`src/rtl/i2s_tx_framed_if.sv`:
```
// rtl/i2s_tx_framed_if.sv - stereo sample handshake bundle feeding the serial audio transmitter
interface i2s_tx_framed_if #(
    parameter int DATA_WIDTH = 16
);
    logic                  in_valid;
    logic                  in_ready;
    logic [DATA_WIDTH-1:0] in_left;
    logic [DATA_WIDTH-1:0] in_right;

    modport master (
        output in_valid,
        output in_left,
        output in_right,
        input  in_ready
    );

    modport slave (
        input  in_valid,
        input  in_left,
        input  in_right,
        output in_ready
    );
endinterface

```
`src/rtl/i2s_tx_framed.sv`:
```
// rtl/i2s_tx_framed.sv - framed stereo I2S / left-justified transmitter with one-frame holding register
module i2s_tx_framed #(
    parameter int DATA_WIDTH      = 16,
    parameter int SLOT_WIDTH      = 32,
    parameter int I2S_MODE        = 1,
    parameter int UNDERRUN_REPEAT = 0
) (
    input  logic                 sclk,
    input  logic                 rst,
    i2s_tx_framed_if.slave       smp,
    output logic                 ws,
    output logic                 sdata,
    output logic                 frame_start,
    output logic                 underrun,
    output logic [7:0]           underrun_cnt
);

    localparam int              FRAME = 2 * SLOT_WIDTH;
    localparam int              CW    = $clog2(FRAME);
    localparam logic [CW-1:0]   LAST  = CW'(FRAME - 1);
    localparam logic [CW-1:0]   S_CNT = CW'(SLOT_WIDTH);
    localparam logic [CW-1:0]   S_M1  = CW'(SLOT_WIDTH - 1);

    logic [CW-1:0]         cnt;
    logic [CW-1:0]         cnt_next;
    logic                  hold_full;
    logic [DATA_WIDTH-1:0] hold_l;
    logic [DATA_WIDTH-1:0] hold_r;
    logic [DATA_WIDTH-1:0] frame_l;
    logic [DATA_WIDTH-1:0] frame_r;
    logic [DATA_WIDTH-1:0] frame_l_next;
    logic [DATA_WIDTH-1:0] frame_r_next;
    logic                  load;
    logic                  accept;
    logic                  ws_next;
    logic                  sdata_next;

    // Bit at frame index idx of the slot words; samples are left-aligned, so
    // shifting past DATA_WIDTH naturally yields the zero padding.
    function automatic logic slot_bit(input logic [DATA_WIDTH-1:0] l,
                                      input logic [DATA_WIDTH-1:0] r,
                                      input logic [CW-1:0]         idx);
        logic [CW-1:0]         p;
        logic [DATA_WIDTH-1:0] w;
        if (idx >= S_CNT) begin
            p = idx - S_CNT;
            w = r;
        end else begin
            p = idx;
            w = l;
        end
        w = w << p;
        return w[DATA_WIDTH-1];
    endfunction

    assign smp.in_ready = !hold_full && !rst;
    assign accept       = smp.in_valid && smp.in_ready;

    always_comb begin
        load         = (cnt == LAST);
        cnt_next     = load ? '0 : cnt + CW'(1);
        frame_l_next = frame_l;
        frame_r_next = frame_r;
        if (load) begin
            if (hold_full) begin
                frame_l_next = hold_l;
                frame_r_next = hold_r;
            end else if (UNDERRUN_REPEAT == 0) begin
                frame_l_next = '0;
                frame_r_next = '0;
            end
        end
        // I2S lags data by one sclk, so it serialises the pre-edge index and
        // frame; that makes k=0 carry the previous frame's final right bit.
        if (I2S_MODE != 0) begin
            ws_next    = (cnt_next >= S_M1) && (cnt_next != LAST);
            sdata_next = slot_bit(frame_l, frame_r, cnt);
        end else begin
            ws_next    = (cnt_next >= S_CNT);
            sdata_next = slot_bit(frame_l_next, frame_r_next, cnt_next);
        end
    end

    always_ff @(negedge sclk) begin
        if (rst) begin
            cnt          <= LAST;
            hold_full    <= 1'b0;
            hold_l       <= '0;
            hold_r       <= '0;
            frame_l      <= '0;
            frame_r      <= '0;
            ws           <= (I2S_MODE == 0);
            sdata        <= 1'b0;
            frame_start  <= 1'b0;
            underrun     <= 1'b0;
            underrun_cnt <= 8'd0;
        end else begin
            cnt         <= cnt_next;
            frame_l     <= frame_l_next;
            frame_r     <= frame_r_next;
            ws          <= ws_next;
            sdata       <= sdata_next;
            frame_start <= load;
            underrun    <= load && !hold_full;
            if (load && !hold_full && underrun_cnt != 8'hFF) begin
                underrun_cnt <= underrun_cnt + 8'd1;
            end
            // Accept only happens with holding empty, so it never races a load copy.
            if (accept) begin
                hold_l    <= smp.in_left;
                hold_r    <= smp.in_right;
                hold_full <= 1'b1;
            end else if (load) begin
                hold_full <= 1'b0;
            end
        end
    end

endmodule
```
`src/flat_wrapper.sv`:
```
// flat-port wrapper written by rule: the top's interface ports become plain ports
module i2s_tx_framed_flat 
#(
    parameter int DATA_WIDTH      = 16,
    parameter int SLOT_WIDTH      = 32,
    parameter int I2S_MODE        = 1,
    parameter int UNDERRUN_REPEAT = 0
)
  (sclk, rst, ws, sdata, frame_start, underrun, underrun_cnt, smp_in_valid, smp_in_left, smp_in_right, smp_in_ready);
  i2s_tx_framed_if #(.DATA_WIDTH(DATA_WIDTH)) smp_i ();
  input  logic sclk;
  input  logic rst;
  output logic ws;
  output logic sdata;
  output logic frame_start;
  output logic underrun;
  output logic [7:0] underrun_cnt;
  input wire logic [$bits(smp_i.in_valid)-1:0] smp_in_valid;
  input wire logic [$bits(smp_i.in_left)-1:0] smp_in_left;
  input wire logic [$bits(smp_i.in_right)-1:0] smp_in_right;
  output wire logic [$bits(smp_i.in_ready)-1:0] smp_in_ready;
  assign smp_i.in_valid = smp_in_valid;
  assign smp_i.in_left = smp_in_left;
  assign smp_i.in_right = smp_in_right;
  assign smp_in_ready = smp_i.in_ready;
  i2s_tx_framed #(.DATA_WIDTH(DATA_WIDTH), .SLOT_WIDTH(SLOT_WIDTH), .I2S_MODE(I2S_MODE), .UNDERRUN_REPEAT(UNDERRUN_REPEAT)) u_core (.sclk(sclk), .rst(rst), .smp(smp_i), .ws(ws), .sdata(sdata), .frame_start(frame_start), .underrun(underrun), .underrun_cnt(underrun_cnt));
endmodule
```
`config.mk`:
```
export PLATFORM = sky130hd
export DESIGN_NAME = i2s_tx_framed_flat
export DESIGN_NICKNAME = d
export VERILOG_FILES = /design/src/rtl/i2s_tx_framed_if.sv /design/src/rtl/i2s_tx_framed.sv /design/src/flat_wrapper.sv
export SDC_FILE = /design/constraint.sdc
export NUM_CORES = 1
export LEC_CHECK = 0
export ABC_CLOCK_PERIOD_IN_PS = 2200
export CAP_MARGIN = 20
export CORE_UTILIZATION = 34
export CTS_CLUSTER_SIZE = 24
export DETAILED_ROUTE_END_ITERATION = 7
export PLACE_DENSITY = 0.62
export RECOVER_POWER = 50
export SYNTH_ARGS = -nofsm -noshare
export SYNTH_HDL_FRONTEND = slang
export SYNTH_SLANG_ARGS = --single-unit
```
`constraint.sdc`:
```
create_clock -name sclk -period 2.2 [get_ports sclk]
set_input_delay 0.66 -clock sclk [delete_from_list [all_inputs] [get_ports sclk]]
set_output_delay 0.66 -clock sclk [all_outputs]
set_load 0.005 [all_outputs]
```
======== Yosys cells after proc, flatten, opt, wreduce, memory -nomap -nowiden ========
Cells that the tools add are included.
Widths: inputs -> output; s select.
operators by class
  shift-type cells ........................ 1
  add/subtract/negate cells ............... 3
  multiplexer cells ....................... 7
  eq/ne operators ......................... 3
  reductions and logical operators ........ 8
  order comparisons ....................... 2
operators by type and width
  cell                 count
  $mux 16              3
  $shl 16x6->16        1
  $mux 6               2
  $add 8x1->8 const B  1
  $ne 8x8->1 const B   1
  $add 6x1->6 const B  1
  $eq 6x6->1 const B   1
  $ge 6x5->1 const B   1
  $ge 6x6->1 const B   1
  $ne 6x6->1 const B   1
  $sub 6x6->6 const B  1
  $logic_and 1x1->1    5
  $logic_not 1->1      2
  $mux 1               2
  $reduce_bool 2->1    1
word-level totals
  register bits after elaboration ......... 83
  output and inout port bits .............. 13
  logic and storage cells ................. 35
  bits of input ports ..................... 35

======== Logic depth before layout (Yosys ltp) ========
Gate-level depths: netlist of the first run.
  depth after elaboration ................. 4
  gate-level depth with buffers ........... 8

==> results of run 1 <==
## worst max-delay path, cell delays in order, from the launching register on
cell	delay (ns)
dfxtp_2	0.32
nor2_4	0.07
buf_2	0.11
## sequential cells by signal, summed over array words and instances (netlist names)
| name | cells |
|---|---|
| u_core.cnt | 6 |
| u_core.frame_l | 16 |
| u_core.frame_r | 16 |
| u_core.frame_start | 1 |
| u_core.hold_full | 1 |
| u_core.hold_l | 16 |
| u_core.hold_r | 16 |
| u_core.sdata | 1 |
| u_core.underrun | 1 |
| u_core.underrun_cnt | 8 |
| u_core.ws | 1 |
## report_power, final
part	switching (mW)	total, mW	internal [mW]
sequential	0.146	1.81	1.66
clock	0.987	1.72	0.729
combinational	0.655	1.21	0.551
## cells in the final DEF, fill, tap and decap left out, types with 2 or more instances in the layout
master           Yosys  final
a21oi_1             37     15
a21oi_2              0     22
and2_1               3      2
and3_1               2      2
buf_12               0      6
buf_16               0      6
buf_2                8      8
buf_4                1     25
buf_6                2     12
buf_8                0      5
clkbuf_8             0      9
clkdlybuf4s50_1      0     32
dfxtp_1             83     74
dfxtp_2              0      9
ha_1                 4      4
inv_1                4     86
inv_4                0      3
inv_6                0      2
mux2i_1              5      5
mux4_1               3      3
mux4_2               2      2
nand2_1             69     46
nand2_2              2     24
nand2b_1            34     32
nand2b_4             0      2
nand3_1             41     41
nand4_1              5      5
nor2_1              12      5
nor2_2               1      7
o21ai_0             34      2
o21ai_1              0     23
o21ai_2              0      9
or2_4                0      2
or3_1                2      2
xnor2_1              2      2
xor2_1               8      8
## stage by stage
stage	total power [mW]	worst slack [ns]	utilization	instance area (sq um)	hold WS, ns
floorplan	2.83	-0.209	-	3800	0.425
global placement	3.10	-0.625	0.439	4310	0.443
detailed placement	3.11	-0.651	0.439	4310	0.448
CTS	4.78	-0.481	0.533	5240	0.454
global route	5.13	-0.510	0.543	5330	0.473
finish	4.73	-0.456	0.543	5330	0.455
## routing by layer
metal / wire [um] / vias to the layer above / part of all wire
li1: - / 1680 / -
met1: 3900 / 1602 / 0.44
met2: 4520 / 61 / 0.51
met3: 318 / 8 / 0.036
met4: 119 / 0 / 0.013
met5: 0 / - / 0
## cells by family after synthesis
| kind of cell | share of synthesized area |
|---|---|
| XOR/XNOR | 0.0253 |
| AND/OR/NAND/NOR | 0.257 |
| buffers and inverters | 0.0474 |
| flip-flops | 0.480 |
| AO/OA/AOI/OAI | 0.122 |
| multiplexers | 0.0535 |
| adder cells (fa/ha/maj) | 0.0145 |
## cell usage after synthesis
master	n	area share
o41ai_1	1	0.0025
and4_1	1	0.0025
mux2i_1	5	0.014
nor2_2	1	0.0018
and3_1	2	0.0036
clkbuf_1	21	0.023
buf_6	2	0.0065
a21o_1	1	0.0022
buf_2	8	0.012
or3_1	2	0.0036
nor4_1	1	0.0018
xor2_1	8	0.020
nor3_1	1	0.0014
nand2_2	2	0.0036
or2_2	3	0.0054
mux4_1	3	0.023
nand3_1	41	0.059
nor3_4	1	0.0047
inv_1	4	0.0043
o21bai_1	1	0.0022
mux4_2	2	0.013
and2_1	3	0.0054
nand4_1	5	0.0090
a311oi_1	2	0.0051
buf_4	1	0.0022
a21oi_1	37	0.054
ha_1	4	0.014
nor2_1	12	0.013
a211oi_1	2	0.0043
nand2_1	69	0.075
dfxtp_1	83	0.48
a311o_1	1	0.0029
mux2_1	1	0.0033
nand2b_1	34	0.062
xnor2_1	2	0.0051
nand3_4	1	0.0051
o21ai_0	34	0.049
## repair_timing
item	CTS	global route
resized for setup	108	41
buffers inserted	16	5
pin swaps	21	6
setup endpoints to repair	48	54
gates cloned	8	0
## worst paths after layout
check	depth (start not counted)	start	slack (ns)	endpoint
max	2	u_core.hold_full	-0.46	smp_in_ready
max reg2reg	5	u_core.cnt[5]	0.34	u_core.sdata
min	2	u_core.frame_l[10]	0.46	u_core.frame_l[10]
min reg2reg	2	u_core.frame_l[10]	0.46	u_core.frame_l[10]
## layout make-up
class	count	area (sq um)	share of cell area
Tap cell	133	166	0.0312
Clock buffer	9	124	0.0233
Timing Repair Buffer	98	1100	0.206
Multi-Input combinational cell	283	1870	0.352
Clock inverter	90	383	0.0719
Sequential cell	83	1670	0.314
Inverter	3	11.3	0.00211
==> flow_metrics.env, run 1 <==
export IMPL_critPathArrivalTime_ns=2.00
export IMPL_wl_per_cell_um=12.7
export IMPL_grt_max_degree=37
export IMPL_netlist_instances=402
export IMPL_numClockSinks=83
export IMPL_antenna_cells=0
export IMPL_slew_violations=0
export IMPL_drc=0
export IMPL_hold_violations=0
export IMPL_grt_pass1_vias=3443
export IMPL_avgSynthCellArea_sq_um=8.60
export IMPL_powerDensity_mw_per_mm2=887
export IMPL_fp_dieW_um=103
export IMPL_path_clk_slew_ns=0.03
export IMPL_drive_gt1_frac=0.295
export IMPL_placed_cells=576
export IMPL_coreArea_sq_mm=0.00982
export IMPL_netlist_area_sq_mm=0.00346
export IMPL_syn_to_final_growth_pct=54.1
export IMPL_max_cap_violations=0
export IMPL_status="complete, but fails checks"
export IMPL_use_met3=0.0827
export IMPL_grt_overflow_total=0
export IMPL_yosysSeqAreaShare=0.480
export IMPL_worstSetupStartpointType="register"
export IMPL_cts_root_buf="clkbuf_8"
export IMPL_ir_drop_uv=409
export IMPL_grt_util_all_layers=0.185
export IMPL_clock_latency_ns=0.42
export IMPL_cts_hold_buffers=0
export IMPL_synth_seq_cells=83
export IMPL_final_cells=699
export IMPL_place_hpwl_mm=4.97
export IMPL_setup_violations=81
export IMPL_grt_first_pass_wirelength_mm=15.1
export IMPL_gp_congestion=0.841
export IMPL_violations="negative setup slack"
export IMPL_rsz0062_at_grt="true"
export IMPL_htree_levels=3
export IMPL_ioPinCount=48
export IMPL_clock_skew_ns=0.0247
export IMPL_critical_path_required_ns=1.54
export IMPL_io_buffers=47
export IMPL_start_util=0.352
export IMPL_cts_made_buffers=9
export IMPL_cp_max_fo=2
export IMPL_busiest_layer="met2"
export IMPL_dr_pass1_iters=4
export IMPL_cts_buffer_depth=2
export IMPL_hp_class="register to register"
export IMPL_routed_via_density=4.79
export IMPL_fin_tns_setup_ns=-16.03
export IMPL_use_met1=0.205
export IMPL_nets=600
export IMPL_worst_pin_slew_ns=0.658
export IMPL_synth_cell_types=37
export IMPL_synth_nets=441
export IMPL_antenna_left=0
export IMPL_relSlewSlack=0.561
export IMPL_drt_iter0_markers=98
export IMPL_grt_use_met2=0.294
export IMPL_drt_total_wl_mm=8.85
export IMPL_chipHeight_um=103
export IMPL_cts_tree="yes"
export IMPL_antenna_found_initial=0
export IMPL_rows=36
export IMPL_vias=3351
export IMPL_leakagePower_nw=2.34
export IMPL_critPathKind="register to primary output"
export IMPL_die_area_sq_mm=0.0106
export IMPL_nFillCells=959
export IMPL_yosys_warnings=0
export IMPL_finalWorstSetupSlack_ns=-0.456
export IMPL_end_kind="primary output"
(Power assumes the default switching activity.)
==> run 2, diff against run 1 <==
Settings changed: CORE_UTILIZATION 34 to 54, PLACE_DENSITY 0.62 to 0.87.
==> flow_metrics.env, run 2 (synthesis gave the netlist of run 1 again) <==
export IMPL_hp_class="register to register"
export IMPL_cts_made_buffers=9
export IMPL_critical_path_required_ns=1.54
export IMPL_cts_buffer_depth=2
export IMPL_cts_tree="yes"
export IMPL_slew_violations=0
export IMPL_grt_pass1_vias=3899
export IMPL_chipHeight_um=82.0
export IMPL_critPathArrivalTime_ns=2.02
export IMPL_start_util=0.571
export IMPL_nets=589
export IMPL_path_clk_slew_ns=0.04
export IMPL_finalWorstSetupSlack_ns=-0.475
export IMPL_vias=3810
export IMPL_hold_violations=0
export IMPL_fin_tns_setup_ns=-12.32
export IMPL_final_cells=628
export IMPL_placed_cells=517
export IMPL_antenna_found_initial=0
export IMPL_numClockSinks=83
export IMPL_antenna_left=0
export IMPL_relSlewSlack=0.503
export IMPL_cts_root_buf="clkbuf_8"
export IMPL_grt_max_degree=37
export IMPL_routed_via_density=6.07
export IMPL_fp_dieW_um=82.0
export IMPL_io_buffers=47
export IMPL_ioPinCount=48
export IMPL_worst_pin_slew_ns=0.745
export IMPL_drive_gt1_frac=0.259
export IMPL_cts_hold_buffers=0
export IMPL_drt_iter0_markers=480
export IMPL_grt_util_all_layers=0.359
export IMPL_fin_hold_ws_ns=0.457
export IMPL_worstSetupStartpointType="register"
export IMPL_die_area_sq_mm=0.00673
export IMPL_cp_max_fo=2
export IMPL_ir_drop_uv=833
export IMPL_final_common_cell="inv_1"
export IMPL_violations="negative setup slack"
export IMPL_status="complete, but fails checks"
export IMPL_clock_latency_ns=0.45
export IMPL_end_kind="primary output"
export IMPL_coreArea_sq_mm=0.00606
export IMPL_antenna_cells=0
export IMPL_max_cap_violations=0
export IMPL_finalPower_mw=5.01
export IMPL_powerDensity_mw_per_mm2=978
export IMPL_drt_total_wl_mm=12.1
export IMPL_clock_skew_ns=0.0534
export IMPL_setup_violations=76
export IMPL_wl_per_cell_um=19.3
export IMPL_grt_overflow_total=0
export IMPL_syn_to_final_growth_pct=48.0
export IMPL_drc=0
export IMPL_rsz0062_at_grt="true"
export IMPL_htree_levels=3
export IMPL_place_area_sq_mm=0.00423
export IMPL_rows=28
export IMPL_layout_common_cells="inv_1, dfxtp_1, nand2_1, nand3_1, nand2b_1"
export IMPL_nFillCells=335
export IMPL_dr_pass1_iters=6
export IMPL_critPathKind="register to primary output"
export IMPL_gp_congestion=0.823
export IMPL_final_area_sq_mm=0.00512
export IMPL_place_hpwl_mm=4.86
export IMPL_grt_first_pass_wirelength_mm=17.8
export IMPL_leakagePower_nw=2.29
==> run 2: worst paths after layout <==
check | from | to | slack [ns] | cells after the start
setup / recovery | u_core.hold_full | smp_in_ready | -0.48 | 2
hold / removal | u_core.frame_r[8] | u_core.frame_r[8] | 0.46 | 2
setup reg to reg | u_core.cnt[0] | u_core.frame_l[10] | 0.24 | 5
hold reg to reg | u_core.frame_r[8] | u_core.frame_r[8] | 0.46 | 2
==> run 2: power breakdown <==
group / internal, mW / switching (mW) / total, mW
clock network: 0.822 / 1.07 / 1.89
registers: 1.66 / 0.159 / 1.82
logic: 0.534 / 0.765 / 1.30
==> run 2: cell type report <==
| cell class | count | area (sq um) | area share |
|---|---|---|---|
| multi-input cells | 283 | 1860 | 0.363 |
| flip-flops and latches | 83 | 1680 | 0.327 |
| repair buffers | 87 | 968 | 0.189 |
| clock inverters | 88 | 387 | 0.0756 |
| clock buffers | 9 | 124 | 0.0242 |
| well taps | 75 | 93.8 | 0.0183 |
| inverters | 3 | 11.3 | 0.00220 |
==> run 2: layer usage <==
metal	wire length (um)	track usage	part of all wire	vias up
met3	1070	0.139	0.089	79
met1	4250	0.358	0.35	1791
met2	6150	0.616	0.51	277
met5	0	0	0	-
met4	661	0.240	0.054	0
li1	-	-	-	1663
==> run 2: repair_timing <==
action,CTS,global route
gates cloned,7,0
setup endpoints to repair,46,46
resized for setup,94,36
pin swaps,9,2
buffers inserted,10,1
==> run 2: worst max-delay path, cell delays in order (launching register included) <==
cell	delay, ns
dfxtp_2	0.32
nor2_4	0.08
buf_2	0.11
==> run 2: per-stage QoR <==
step / util / setup slack [ns]
after CTS: 0.834 / -0.481
final: 0.844 / -0.475
after floorplan: - / -0.209
after detailed placement: 0.697 / -0.668
after global placement: 0.697 / -0.621
after global routing: 0.844 / -0.508
